==> src/rtl/mtsp_memory_command_arbiter.sv <==
// Memory-command arbiter: two priority classes with shared round-robin, a
// low-priority starvation guard, burst lock and one registered output slot.
module mtsp_memory_command_arbiter #(
  parameter int REQ_COUNT    = 4,
  parameter int DESC_WIDTH   = 256,
  parameter int STARVE_LIMIT = 8,
  parameter int ID_WIDTH     = (REQ_COUNT > 1) ? $clog2(REQ_COUNT) : 1
) (
  input  logic                            CLK,
  input  logic                            RST,
  input  logic [REQ_COUNT-1:0]            REQ_EN,
  input  logic [REQ_COUNT-1:0]            REQ_PRIO,
  input  logic [REQ_COUNT-1:0]            REQ_LOCK,
  input  logic [REQ_COUNT*DESC_WIDTH-1:0] REQ_DESC,
  output logic [REQ_COUNT-1:0]            REQ_READY,
  output logic                            CMD_EN,
  output logic [DESC_WIDTH-1:0]           CMD_DESC,
  output logic [ID_WIDTH-1:0]             CMD_ID,
  input  logic                            CMD_READY,
  output logic                            BUSY
);

  typedef enum logic {LOCK_IDLE, LOCK_HELD} lock_state_t;

  localparam logic [ID_WIDTH:0] REQ_COUNT_W = (ID_WIDTH+1)'(REQ_COUNT);
  localparam logic [3:0]        STARVE_W    = 4'(STARVE_LIMIT);

  lock_state_t           lock_state_reg, lock_state_next;
  logic [ID_WIDTH-1:0]   lock_owner_reg, lock_owner_next;
  logic [ID_WIDTH-1:0]   rr_ptr_reg;
  logic [3:0]            starve_cnt_reg, starve_cnt_next;
  logic                  cmd_en_reg;
  logic [DESC_WIDTH-1:0] cmd_desc_reg;
  logic [ID_WIDTH-1:0]   cmd_id_reg;

  logic [DESC_WIDTH-1:0] desc_arr [REQ_COUNT];
  logic [REQ_COUNT-1:0]  hi_req, lo_req, owner_req, eligible;
  logic                  out_free, starving, win_valid, transfer;
  logic [ID_WIDTH-1:0]   winner;
  logic [ID_WIDTH:0]     rr_after;

  assign out_free = ~cmd_en_reg | CMD_READY;
  assign hi_req   = REQ_EN & REQ_PRIO;
  assign lo_req   = REQ_EN & ~REQ_PRIO;
  assign starving = (starve_cnt_reg >= STARVE_W) && (|lo_req);

  generate
    for (genvar gi = 0; gi < REQ_COUNT; gi++) begin : g_req
      assign desc_arr[gi]  = REQ_DESC[gi*DESC_WIDTH +: DESC_WIDTH];
      assign owner_req[gi] = REQ_EN[gi] && (lock_owner_reg == ID_WIDTH'(gi));
      assign REQ_READY[gi] = win_valid && out_free && !RST && (winner == ID_WIDTH'(gi));
    end
  endgenerate

  always_comb begin
    eligible = lo_req;
    if (lock_state_reg == LOCK_HELD) eligible = owner_req;
    else if (starving)               eligible = lo_req;
    else if (|hi_req)                eligible = hi_req;
  end

  // Round-robin scan starting at rr_ptr, wrapping at REQ_COUNT.
  always_comb begin
    logic [ID_WIDTH:0] idx;
    win_valid = 1'b0;
    winner    = '0;
    idx       = '0;
    for (int k = 0; k < REQ_COUNT; k++) begin
      idx = {1'b0, rr_ptr_reg} + (ID_WIDTH+1)'(k);
      if (idx >= REQ_COUNT_W) idx = idx - REQ_COUNT_W;
      if (!win_valid && eligible[idx[ID_WIDTH-1:0]]) begin
        win_valid = 1'b1;
        winner    = idx[ID_WIDTH-1:0];
      end
    end
  end

  assign transfer = win_valid && out_free && !RST;

  always_comb begin
    rr_after = {1'b0, winner} + 1'b1;
    if (rr_after >= REQ_COUNT_W) rr_after = '0;
  end

  always_comb begin
    lock_state_next = lock_state_reg;
    lock_owner_next = lock_owner_reg;
    case (lock_state_reg)
      LOCK_IDLE: begin
        if (transfer && REQ_LOCK[winner]) begin
          lock_state_next = LOCK_HELD;
          lock_owner_next = winner;
        end
      end
      LOCK_HELD: begin
        // Only the owner can transfer here, so winner is the owner.
        if (transfer && !REQ_LOCK[winner]) lock_state_next = LOCK_IDLE;
      end
      default: lock_state_next = LOCK_IDLE;
    endcase
  end

  always_comb begin
    starve_cnt_next = starve_cnt_reg;
    if (!(|lo_req)) begin
      starve_cnt_next = '0;
    end else if (transfer) begin
      if (!REQ_PRIO[winner])           starve_cnt_next = '0;
      else if (starve_cnt_reg != 4'hF) starve_cnt_next = starve_cnt_reg + 4'd1;
    end
  end

  always_ff @(posedge CLK) begin
    if (RST) begin
      lock_state_reg <= LOCK_IDLE;
      lock_owner_reg <= '0;
      rr_ptr_reg     <= '0;
      starve_cnt_reg <= '0;
      cmd_en_reg     <= 1'b0;
      cmd_desc_reg   <= '0;
      cmd_id_reg     <= '0;
    end else begin
      lock_state_reg <= lock_state_next;
      lock_owner_reg <= lock_owner_next;
      starve_cnt_reg <= starve_cnt_next;
      if (transfer) begin
        rr_ptr_reg   <= rr_after[ID_WIDTH-1:0];
        cmd_en_reg   <= 1'b1;
        cmd_desc_reg <= desc_arr[winner];
        cmd_id_reg   <= winner;
      end else if (CMD_READY) begin
        cmd_en_reg   <= 1'b0;
      end
    end
  end

  assign CMD_EN   = cmd_en_reg;
  assign CMD_DESC = cmd_desc_reg;
  assign CMD_ID   = cmd_id_reg;
  assign BUSY     = cmd_en_reg | (lock_state_reg == LOCK_HELD);

endmodule

==> config.mk <==
export PLATFORM = sky130hd
export DESIGN_NAME = mtsp_memory_command_arbiter
export DESIGN_NICKNAME = d
export VERILOG_FILES = /design/src/rtl/mtsp_memory_command_arbiter.sv
export SDC_FILE = /design/constraint.sdc
export NUM_CORES = 1
export LEC_CHECK = 0
export BUFFER_PORTS_ARGS = -buffer_cell sky130_fd_sc_hd__buf_2
export CORE_AREA = 2 2 514 516
export DETAILED_ROUTE_END_ITERATION = 6
export DIE_AREA = 0 0 516 518
export PLACE_DENSITY = 0.3
export SETUP_SLACK_MARGIN = 0.5
export SLEW_MARGIN = 40
export SYNTH_ARGS = -nofsm -noshare
export SYNTH_HDL_FRONTEND = slang
export SYNTH_SLANG_ARGS = --single-unit
==> constraint.sdc <==
create_clock -name CLK -period 3.05 [get_ports CLK]
set_clock_uncertainty 0.1 [all_clocks]
set_input_delay 0.305 -clock CLK [delete_from_list [all_inputs] [get_ports CLK]]
set_output_delay 0.305 -clock CLK [all_outputs]
set_load 0.02 [all_outputs]
* After elaboration in Yosys (flattened, before gate mapping) *
Index checks and enable logic that the tools add are counted.

operators by class
  multiplexer cells = 38
  equal/unequal tests = 8
  reductions and logical operators = 29
  bitwise operators = 9
  add/sub/neg operators = 9
  $lt $le $gt $ge = 12

operators with widths
  cell                   count
  $bmux W256 S2          1
  $mux W256              2
  $mux W4                5
  $mux W2                9
  $logic_and A1 B1 Y1    16
  $ge A3 B3 Y1 const B   5
  $lt A2 B3 Y1 const B   5
  $mux W1                14
  $bmux W1 S2            6
  $and A4 B4 Y4          2
  $eq A2 B2 Y1 const B   4
  $reduce_or A4 Y1       2
  $sub A2 B1 Y2 const B  4
  $add A2 B1 Y3 const B  2
  $add A2 B2 Y3 const B  2
  $logic_not A1 Y1       5
  $add A4 B1 Y4 const B  1
  $eq A2 B1 Y1 const B   2
  $ge A4 B4 Y1 const B   1
  $logic_not A2 Y1       2
  $ne A4 B4 Y1 const B   1
  $not A4 Y4             1
  $reduce_and A2 Y1      2
  $ge A2 B3 Y1 const B   1
  other kinds (7)        10

word-level totals
  input bits = 1039
  output and inout port bits = 264
  register bits after elaboration = 268
  logic and storage cells = 112

* Depth between registers and ports, before layout *
  word-level depth = 24
  gate-level depth with buffers = 13
  mapped depth without buffers = 11

* Worst setup path after synthesis *
OpenSTA, ideal clock, no wires.

  path kind = input to output
  start point = input REQ_EN[3]
  end point = output REQ_READY[3]
  cell stages on the path = 11
  slack = -0.301 ns
  path buffers = 3
  arrival time = 2.946 ns
  cell sequence = nor2b_1 -> o41a_1 -> or4_1 -> a32oi_1 -> o221ai_2 -> inv_2 -> buf_4 -> buf_2 -> buf_2 -> ha_1 -> and2_1

RTL lines
  element                                         RTL line  source
  start: declaration                              11        input logic [REQ_COUNT-1:0] REQ_EN,
  $and A4 B4 Y4 (on tied branches)                43, 44
  $reduce_or A4 Y1 (on tied branches)             59, 45
  $mux W4 or $logic_and A1 B1 Y1 (tied branches)  59, 45
  $mux W4                                         58        else if (starving) eligible = lo_req;
  $mux W4 *                                       57        if (lock_state_reg == LOCK_HELD) eligible = owner_req;
  $bmux W1 S2                                     71        if (!win_valid && eligible[idx[ID_WIDTH-1:0]]) begin
  $mux W1 (implied by the code)                   71
  $mux W1                                         71
  (+4 left out)                                   n/a
  $logic_and A1 B1 Y1                             71
  $mux W1                                         71
  $logic_not A1 Y1                                71
  $logic_and A1 B1 Y1                             71
  $mux W2 *                                       71
  via winner[1]                                   39        logic [ID_WIDTH-1:0] winner;
  $eq A2 B2 Y1 *                                  51        assign REQ_READY[gi] = win_valid && out_free && !RST && (winner == ID_WIDTH'(gi));
  $logic_and A1 B1 Y1 *                           51
  end: declaration                                15        output logic [REQ_COUNT-1:0] REQ_READY,

The timed path passes the listed nets; every way through them passes the cells marked *. The select of a mux whose other input is x is not followed.

* Worst setup path in the final report *
  start point = register starve_cnt_reg[3]
  end point = output REQ_READY[3]

on the way
  cells in the longest elaborated chain, start to end = 19

RTL lines
  element                            RTL line  source
  start: declaration                 31        logic [3:0] starve_cnt_reg, starve_cnt_next;
  start signal: assignment           125       starve_cnt_reg <= starve_cnt_next;
  $ge A4 B4 Y1 *                     45        assign starving = (starve_cnt_reg >= STARVE_W) && (|lo_req);
  $logic_and A1 B1 Y1 *              45
  $mux W4 *                          58
  $mux W4 *                          57
  $bmux W1 S2                        71
  $mux W1 (implied by the code)      71
  $mux W1                            71
  $logic_not A1 Y1                   71
  (+2 left out)                      n/a
  $logic_not A1 Y1                   71
  $logic_and A1 B1 Y1                71
  $mux W1                            71
  $logic_not A1 Y1                   71
  $logic_and A1 B1 Y1                71
  $mux W1                            71
  $logic_and A1 B1 Y1 (2 in series)  51
  $logic_and A1 B1 Y1 *              51

Mark *: on every way between the ends. The rest lies on a longest branch, timed or not. The select of a mux whose other input is x is not followed.

==> metrics.md <==
| Metric | Value |
|---|---|
| Startpoint Class | flop |
| Min cycle time layout | about 3400 ps |
| Setup CP Type | flop to output pin |
| Worst setup path startpoint | starve_cnt_reg[3] |
| Die Ht | 518 microns |
| GRT Total Usage | 0.148 |
| Leak pwr | 21.3 nW |
| DRC viols | 0 |
| Final setup viols | 224 |
| Share of async-settable or async-resettable flops after synthesis | 0 |
| Worst hold path startpoint | REQ_DESC[677] |
| Sink Count | 268 |
| CP endpoint kind | output pin |
| DR pass1 iterations | 5 |
| Initial DRC Count | 1628 |
| Initial antenna violation count | around 160 |
| WL final | approximately 210 mm |
| Final antenna-violating net count | 0 |
| Post-synth top area share | 0.309 |
| Critical-path maximum fanout | 3 |
| Post-synth EDFFs | 0 |
| Top-count cell post-synth | nand2_1 |
| Share of layout cells above drive strength 1 | 0.426 |
| DR vias | 30315 |
| Setup WS post-layout | -324 ps |
| Syn Area/Cell | 6.62 sq um |
| Synth cell count leaders | 975 x nand2_1, 448 x nand3_1, 268 x dfxtp_1 |
| Synthesized area | 0.0174 sq mm |
| Core area | 0.262 sq mm |
| Synth Instances | about 2600 |
| Routability Congestion | 0.880 |
| Via density | ~3.5 |
| Yosys reg bits | between 200 and 300 |
| Clk buf depth | 3 |
| IO buf count | 1302 |
| Root Buffer Master | clkbuf_16 |
| Die Width | 516 microns |
| Top_reg_cell synth | dfxtp_1 |
| Slew Viols, Final | 0 |
| Syn-to-layout area delta | 165% |
| TritonCTS Buffers | 44 |
| Max Freq | roughly 300 MHz |
| VDD IR max | 378 uV |
| Die ar. | 0.267 sq mm |
| Post-synthesis cell type count | 48 |
| Ranking of synthesized cells by area | dfxtp_1 31%, nand2_1 21%, nand3_1 13% |
| RSZ-0062 raised after global routing | true |
| Latest clock arrival within the worst-skew pair | roughly 650 ps |
| Tot Pwr | 0.0314 W |
| Fill count | 29891 |
| Crit path required time | 2640 ps |
| Finished Core Util | 0.176 |
| Finished Layout Cells | 8645 |
| Register area share after synthesis | 0.309 |
| WL per Instance | 24.6 microns |
| Slew headroom | 0.495 |
| Max Cap Viol | 0 |
| Ys Warns | 0 |
| Initial Util | 0.0664 |
| Syn Nets | 3671 |
| Io pins | 1303 |
| Critical path arrival | 2970 ps |
| Number of global-route vias before repair | about 30000 |
| Hpwl dp | ~170 mm |
| Start of the worst register-to-register path | starve_cnt_reg[3] |
| Largest net degree at the start of global routing | 77 |
| Setup TNS | -24560 ps |
| Site Rows | around 190 |
| Min Hold Slack | 2.66 ps |
| Worst Tran Pin Value | 758 ps |
| H-tree depth | 2 |
| Layout Nets | 6086 |
| Remaining global-route overflow | 0 |
| Final hold viol count | 0 |
| Max reg flops | 256 |
| Placed insts | 7469 |
| PD cells | 683 mW/mm^2 |
| Area leader, netlist | dfxtp_1 |
| Hold crit path type | input port to flop |
| Worst-path clk slew | 60 ps |
| Status | finished with violations |
| Final Cycle Share | 1.11 |
| TritonCTS clock tree | yes |
| Failing checks | negative setup slack |
| First-pass GRT wire length | 271 mm |
==> stage by stage <==
stage          area, sq um  setup WS, ps
6_report             46000          -324
5_1_grt              45900          -476
4_1_cts              43100          -496
3_5_place_dp         30200          -808
3_3_place_gp         30200          -814
2_1_floorplan        17700         -40.4
==> final cells by class <==
| class | instances | area [sq um] | share of cell area |
|---|---|---|---|
| timing repair buffer | 2618 | 21300 | 0.463 |
| sequential | 268 | 5380 | 0.117 |
| antenna | 56 | 140 | 0.00305 |
| clock buffer | 64 | 1290 | 0.0280 |
| tap | 3515 | 4400 | 0.0957 |
| multi-input combinational | 2097 | 13200 | 0.287 |
| clock inverter | 15 | 223 | 0.00484 |
| inverter | 12 | 72.6 | 0.00158 |
==> routing by layer <==
metal | vias up | share of wire | global-route usage
met4 | 72 | 0.039 | 0.0463
li1 | 14090 | - | -
met5 | - | 0.0021 | 0
met2 | 1422 | 0.47 | 0.253
met3 | 360 | 0.075 | 0.0369
met1 | 14371 | 0.41 | 0.180
==> what timing repair did <==
item / 4_1_cts / 5_1_grt
endpoints found under the hold margin: 254 / 2
endpoints found under the setup margin: 271 / 271
resized for setup: 227 / 469
buffers inserted: 33 / 27
hold buffers: 929 / 2
gates cloned: 25 / 25
pin swaps: 20 / 168
==> where the power goes <==
part           leakage, nW  internal (W)  total, W  switching (W)
Sequential            2.23       0.00466   0.00530       0.000635
Clock                0.726       0.00326   0.00561        0.00234
Combinational         18.4       0.00881    0.0205         0.0117
Total                 21.3        0.0167    0.0314         0.0147
==> logic make-up (layout without fill, tap and decap cells) <==
family | count (synthesis) | after routing | share of synthesized area
buffers and inverters | 261 | 2709 | 0.0645
and+or+nand+nor | 1688 | 1688 | 0.432
other | 0 | 56 | 0
AOI/OAI and AO/OA | 369 | 369 | 0.171
DFF | 268 | 268 | 0.309
muxes | 34 | 34 | 0.0196
adders and majority gates | 6 | 6 | 0.00432
==> cell usage in the layout (no fill, tap or decap), drive strengths merged, types with 3 or more instances in the layout <==
| cell type | n |
|---|---|
| ha | 6 |
| a31o | 220 |
| a31oi | 5 |
| nand2 | 976 |
| a21oi | 49 |
| dfxtp | 268 |
| clkinvlp | 4 |
| nor2 | 24 |
| and2 | 6 |
| a222oi | 4 |
| and3 | 223 |
| nand3 | 448 |
| a211oi | 3 |
| inv | 13 |
| bufbuf | 5 |
| buf | 1658 |
| o221ai | 17 |
| clkbuf | 88 |
| diode | 56 |
| clkinv | 6 |
| a211o | 20 |
| nor2b | 4 |
| mux2i | 34 |
| bufinv | 4 |
| o21ai | 25 |
| dlygate4sd3 | 931 |
| a22oi | 3 |
==> worst max-delay path, stage by stage (launching register included) <==
cell and delay (ps):
dfxtp_2 330, o41a_1 160, or4_4 550, and3_4 180, o32ai_4 320, nand2_8 90
buf_12 150, inv_12 50, buf_16 110, ha_4 120, and2_4 130, buf_6 110
==> worst paths after layout <==
kind,cells past startpoint,slack [ps],end
min reg2reg,2,350,CMD_ID[1]
min,4,3,CMD_DESC[165]
max reg2reg,15,-270,CMD_DESC[159]
max,11,-320,REQ_READY[3]
Note: power is estimated with default switching activity, not from simulation.
